$ cat src/rtl/spawn_scheduler.sv
// rtl/spawn_scheduler.sv - turns a 4-bit random stream into timed, laned spawn events
module spawn_scheduler #(
  parameter int TICK_DIV   = 4,
  parameter int DELAY_BASE = 2,
  parameter int LANES      = 4
) (
  input  logic       clk,
  input  logic       reset,
  input  logic       enable,
  input  logic [3:0] rand_in,
  input  logic       spawn_ready,
  output logic       spawn_valid,
  output logic [3:0] spawn_lane,
  output logic [7:0] spawn_count,
  output logic       waiting
);

  // Prescaler is at least one bit wide so TICK_DIV=1 still elaborates cleanly.
  localparam int            PW         = (TICK_DIV > 1) ? $clog2(TICK_DIV) : 1;
  localparam logic [PW-1:0] PRESC_LAST = PW'(TICK_DIV - 1);
  localparam logic [4:0]    BASE_W     = 5'(DELAY_BASE);
  // With 16 lanes the modulo is the identity; the divisor is parked at 1 so it is never 0.
  localparam logic [3:0]    LANES_M    = (LANES >= 16) ? 4'd1 : 4'(LANES);

  typedef enum logic [1:0] {
    S_IDLE  = 2'd0,
    S_LOAD  = 2'd1,
    S_COUNT = 2'd2,
    S_OFFER = 2'd3
  } state_t;

  state_t        state;
  state_t        state_next;
  logic [PW-1:0] prescaler;
  logic [PW-1:0] prescaler_next;
  logic [4:0]    delay_cnt;
  logic [4:0]    delay_next;
  logic [3:0]    lane_next;
  logic [7:0]    count_next;
  logic [3:0]    lane_pick;
  logic          tick;
  logic          handshake;

  assign tick      = (prescaler == PRESC_LAST);
  assign handshake = spawn_valid & spawn_ready;
  assign lane_pick = (LANES >= 16) ? rand_in : (rand_in % LANES_M);

  // Next-state and next-register values; every target starts from its held value.
  always_comb begin
    state_next     = state;
    prescaler_next = prescaler;
    delay_next     = delay_cnt;
    lane_next      = spawn_lane;
    count_next     = spawn_count;
    case (state)
      S_IDLE: begin
        prescaler_next = '0;
        delay_next     = '0;
        if (enable) begin
          state_next = S_LOAD;
        end
      end
      S_LOAD: begin
        // Delay is drawn here; the lane is drawn later on the final tick.
        delay_next     = BASE_W + {1'b0, rand_in};
        prescaler_next = '0;
        state_next     = enable ? S_COUNT : S_IDLE;
      end
      S_COUNT: begin
        if (!enable) begin
          // Abort beats a simultaneous tick: nothing is offered.
          state_next     = S_IDLE;
          prescaler_next = '0;
          delay_next     = '0;
        end else begin
          prescaler_next = tick ? '0 : prescaler + PW'(1);
          if (tick) begin
            if (delay_cnt <= 5'd1) begin
              state_next = S_OFFER;
              lane_next  = lane_pick;
            end else begin
              delay_next = delay_cnt - 5'd1;
            end
          end
        end
      end
      S_OFFER: begin
        // Valid stays up until accepted regardless of enable.
        if (handshake) begin
          if (spawn_count != 8'hFF) begin
            count_next = spawn_count + 8'd1;
          end
          state_next = enable ? S_LOAD : S_IDLE;
        end
      end
      default: begin
        state_next = S_IDLE;
      end
    endcase
  end

  // State and registered outputs; valid/waiting are decoded from the next state so they are flops.
  always_ff @(posedge clk) begin
    if (!reset) begin
      state       <= S_IDLE;
      prescaler   <= '0;
      delay_cnt   <= '0;
      spawn_valid <= 1'b0;
      spawn_lane  <= '0;
      spawn_count <= '0;
      waiting     <= 1'b0;
    end else begin
      state       <= state_next;
      prescaler   <= prescaler_next;
      delay_cnt   <= delay_next;
      spawn_valid <= (state_next == S_OFFER);
      spawn_lane  <= lane_next;
      spawn_count <= count_next;
      waiting     <= (state_next == S_COUNT);
    end
  end

endmodule

$ cat config.mk
export PLATFORM = sky130hd
export DESIGN_NAME = spawn_scheduler
export DESIGN_NICKNAME = d
export VERILOG_FILES = /design/src/rtl/spawn_scheduler.sv
export SDC_FILE = /design/constraint.sdc
export NUM_CORES = 1
export LEC_CHECK = 0
export CORE_ASPECT_RATIO = 1.75
export CORE_MARGIN = 1
export CORE_UTILIZATION = 51
export DETAILED_ROUTE_END_ITERATION = 6
export GPL_ROUTABILITY_DRIVEN = 0
export PLACE_DENSITY = 0.83
export SLEW_MARGIN = 20
export SYNTH_ARGS = -nofsm -noshare
export SYNTH_HDL_FRONTEND = slang
export SYNTH_SLANG_ARGS = --single-unit
$ cat constraint.sdc
create_clock -name clk -period 2.06 [get_ports clk]
set_clock_uncertainty 0.1 [all_clocks]
set_input_delay 0.309 -clock clk [delete_from_list [all_inputs] [get_ports clk]]
set_output_delay 0.309 -clock clk [all_outputs]
set_load 0.01 [all_outputs]
==> metrics.csv, run 1 <==
metric,value,unit
core_area,2270,um^2
grt_max_degree,13,
antenna_cells,0,
synth_seq_cells,21,
yosysSeqAreaShare,34.6,%
drc,0,
peakVddDrop,377,uV
worstSetupPathType,flop to flop,
die_area,2590,um^2
cp_slowest_cell,or4b_4,
r2r-start,delay_cnt[1]$_SDFFE_PN0P_,
p_leak,0.603,nW
cts_made_buffers,3,
post_cts_buffers,0,
cp_slowest_stage_delay,0.53,ns
fin_nets,182,
pwr-share-clk,35.2,%
wire_per_inst,14.6,um
grt_overflow,0,
die-height,66.6,um
drt_iter0_drc,20,
cp_max_fo,4,
swShare,23.5,%
min-delay-start,spawn_lane[1]$_SDFFE_PN0P_,
dpl.hpwl,2150,um
antenna_found_initial,0,
dr.pass1.iters,4,
p_comb_share,10.7,%
routed_wl,2740,um
fin_util,65.5,%
synth_edf_count,0,
min_period,1.95,ns
synth_area_per_cell,8.68,um^2
worstPathRequired,2.16,ns
fill_cells,206,
grt_use_total,23.7,%
synthCells,140,
num_rows,23,
htree_num_levels,1,
cts.repair.resized,0,
grt_pass1_wl,4400,um
portBuffers,19,
slew_violations,0,
ctsHoldBuffers,0,
setup_viol,0,
placed_area,1440,um^2
synth.distinct_cells,40,
rsz0062_at_grt,no,
cts_max_path_buffers,2,
viasPerCell,5.87,
p_sw,0.180,mW
intPower,0.587,mW
path_clk_slew,0.07,ns
ios,22,
ys_async_sr_fraction,0,%
powerDensity,515,nW/um^2
vias,1104,
ys_warn_count,0,
finalHoldViolCount,0,
crit_arrival,2.05,ns
finish.instance_area,1490,um^2
ant_nets,0,
cts.sinks,21,
fp.dieW,38.9,um
setup_ws,0.109,ns
cp-startpoint,delay_cnt[1]$_SDFFE_PN0P_,
cp_cell_sequence,inv_1 > ha_1 > o21bai_2 > o211a_1 > or4b_4 > o21ai_1,
finalSetupTns,0,ns
root_buffer,clkbuf_8,
post_route_cells_drive_above_1_share,6.13,%
cts_tree,done,
clock_latency,0.26,ns
place_ws,0.132,ns
fin_crit_sh,94.7,%
synth_area,1210,um^2
floorplan.initialDensity,53.4,%
grt_pass1_vias,1076,
critPathCaptureType,flop,
holdCritPathClass,flop to flop,
area_growth,22.6,%
cp-start-kind,flop,
p_seq_share,54.1,%
synth_flop_cell,dfxtp_1,
fmax,513,MHz
max-cap-violations,0,
status,"complete, no violations",
## cells by family after synthesis
family | count (synthesis) | synth area share, %
xor gates and xnor gates | 7 | 5.05
other | 1 | 0.309
AOI/OAI and AO/OA | 33 | 19.0
muxes | 6 | 4.94
buffers and inverters | 15 | 5.25
and+or+nand+nor | 47 | 20.6
adders and majority gates | 10 | 10.3
DFF | 21 | 34.6
## worst max-delay path, delay by kind of cell (launching register included)
family | cells | cell delay, ns
DFF | 1 | 0.39
buffers and inverters | 1 | 0.08
AOI/OAI and AO/OA | 3 | 0.62
adders and majority gates | 1 | 0.17
and+or+nand+nor | 1 | 0.53
## cell usage in the layout, fill, tap and decap left out, drive strengths merged
| cell type | netlist | routed |
|---|---|---|
| or4b | 1 | 1 |
| o211a | 1 | 1 |
| and4 | 2 | 2 |
| nor4 | 1 | 1 |
| a31oi | 2 | 2 |
| a21oi | 7 | 7 |
| o21ai | 6 | 6 |
| o31ai | 5 | 5 |
| o211ai | 2 | 2 |
| o21bai | 1 | 1 |
| xnor2 | 3 | 3 |
| a21o | 1 | 1 |
| conb | 1 | 2 |
| xor2 | 4 | 4 |
| nor3 | 2 | 2 |
| a221oi | 1 | 1 |
| and3 | 2 | 2 |
| buf | 2 | 4 |
| a22oi | 1 | 1 |
| nand2 | 11 | 11 |
| a311oi | 1 | 1 |
| nand3 | 6 | 6 |
| o41ai | 1 | 1 |
| or4 | 3 | 3 |
| dfxtp | 21 | 21 |
| nor2b | 3 | 3 |
| and2 | 2 | 2 |
| clkdlybuf4s50 | 0 | 19 |
| mux2i | 6 | 6 |
| clkbuf | 3 | 4 |
| nand4 | 2 | 2 |
| inv | 10 | 10 |
| ha | 10 | 10 |
| o311ai | 1 | 1 |
| o32a | 1 | 1 |
| nor2 | 10 | 10 |
| o22ai | 1 | 1 |
| a32oi | 1 | 1 |
| nor3b | 2 | 2 |
## metrics by stage
stage          power [mW]  std cells  hold WS (ns)
5_1_grt             0.795        188         0.428
2_1_floorplan       0.474        141         0.353
3_5_place_dp        0.505        184         0.392
4_1_cts             0.772        188         0.403
3_3_place_gp        0.503        184         0.376
6_report            0.767        188         0.394
## sequential cells by signal, summed over array words and instances, names as in the netlist
register	cells
delay_cnt	5
prescaler	2
spawn_count	8
spawn_lane	2
spawn_valid	1
state	2
waiting	1
## power by group through the flow
stage | clock [mW] | sequential, mW | combinational, mW
final | 0.270 | 0.415 | 0.0819
after global routing | 0.290 | 0.415 | 0.0900
after CTS | 0.276 | 0.415 | 0.0817
after detailed placement | 0 | 0.424 | 0.0808
after global placement | 0 | 0.424 | 0.0790
after floorplan | 0 | 0.423 | 0.0504
## cells in the mapped netlist (3+ instances only)
cell | count | area (um^2)
mux2i_1 | 6 | 60.1
o31ai_1 | 5 | 37.5
nand3_1 | 6 | 30.0
o21ai_0 | 3 | 15.0
dfxtp_1 | 21 | 420
nor2_1 | 10 | 37.5
ha_1 | 10 | 125
nand2_1 | 11 | 41.3
or4_1 | 3 | 22.5
inv_1 | 10 | 37.5
xnor2_1 | 3 | 26.3
xor2_1 | 4 | 35.0
a21oi_1 | 7 | 35.0
clkbuf_1 | 3 | 11.3
nor2b_1 | 3 | 18.8
## final timing paths
kind / endpoint / slack [ns] / cells past startpoint
worst max-delay path: delay_cnt[3]$_SDFFE_PN0P_ / 0.11 / 6
worst min-delay path: spawn_lane[1]$_SDFFE_PN0P_ / 0.39 / 2
worst max register to register: delay_cnt[3]$_SDFFE_PN0P_ / 0.11 / 6
worst min register to register: spawn_lane[1]$_SDFFE_PN0P_ / 0.39 / 2
## area by class of cell
type / count / area (um^2) / share of cell area, %
Clock buffer: 4 / 45.0 / 3.03
Inverter: 10 / 37.5 / 2.52
Multi-Input combinational cell: 105 / 734 / 49.3
Sequential cell: 21 / 420 / 28.2
Tap cell: 25 / 31.3 / 2.10
Timing Repair Buffer: 23 / 220 / 14.8
## routing by layer
metal / track usage [%] / vias to the layer above / part of all wire, %
met1: 22.6 / 521 / 38
li1: - / 552 / -
met3: 3.00 / 6 / 3.1
met2: 46.5 / 25 / 57
met4: 9.05 / 0 / 1.9
met5: 0 / - / 0
Power figures use the tool's default switching activity.
==> inputs of run 2 (changes only) <==
Settings changed: CORE_MARGIN 1 to unset.
==> results of run 2 <==
Final layout, timing and power as in run 1 (identical DEF).
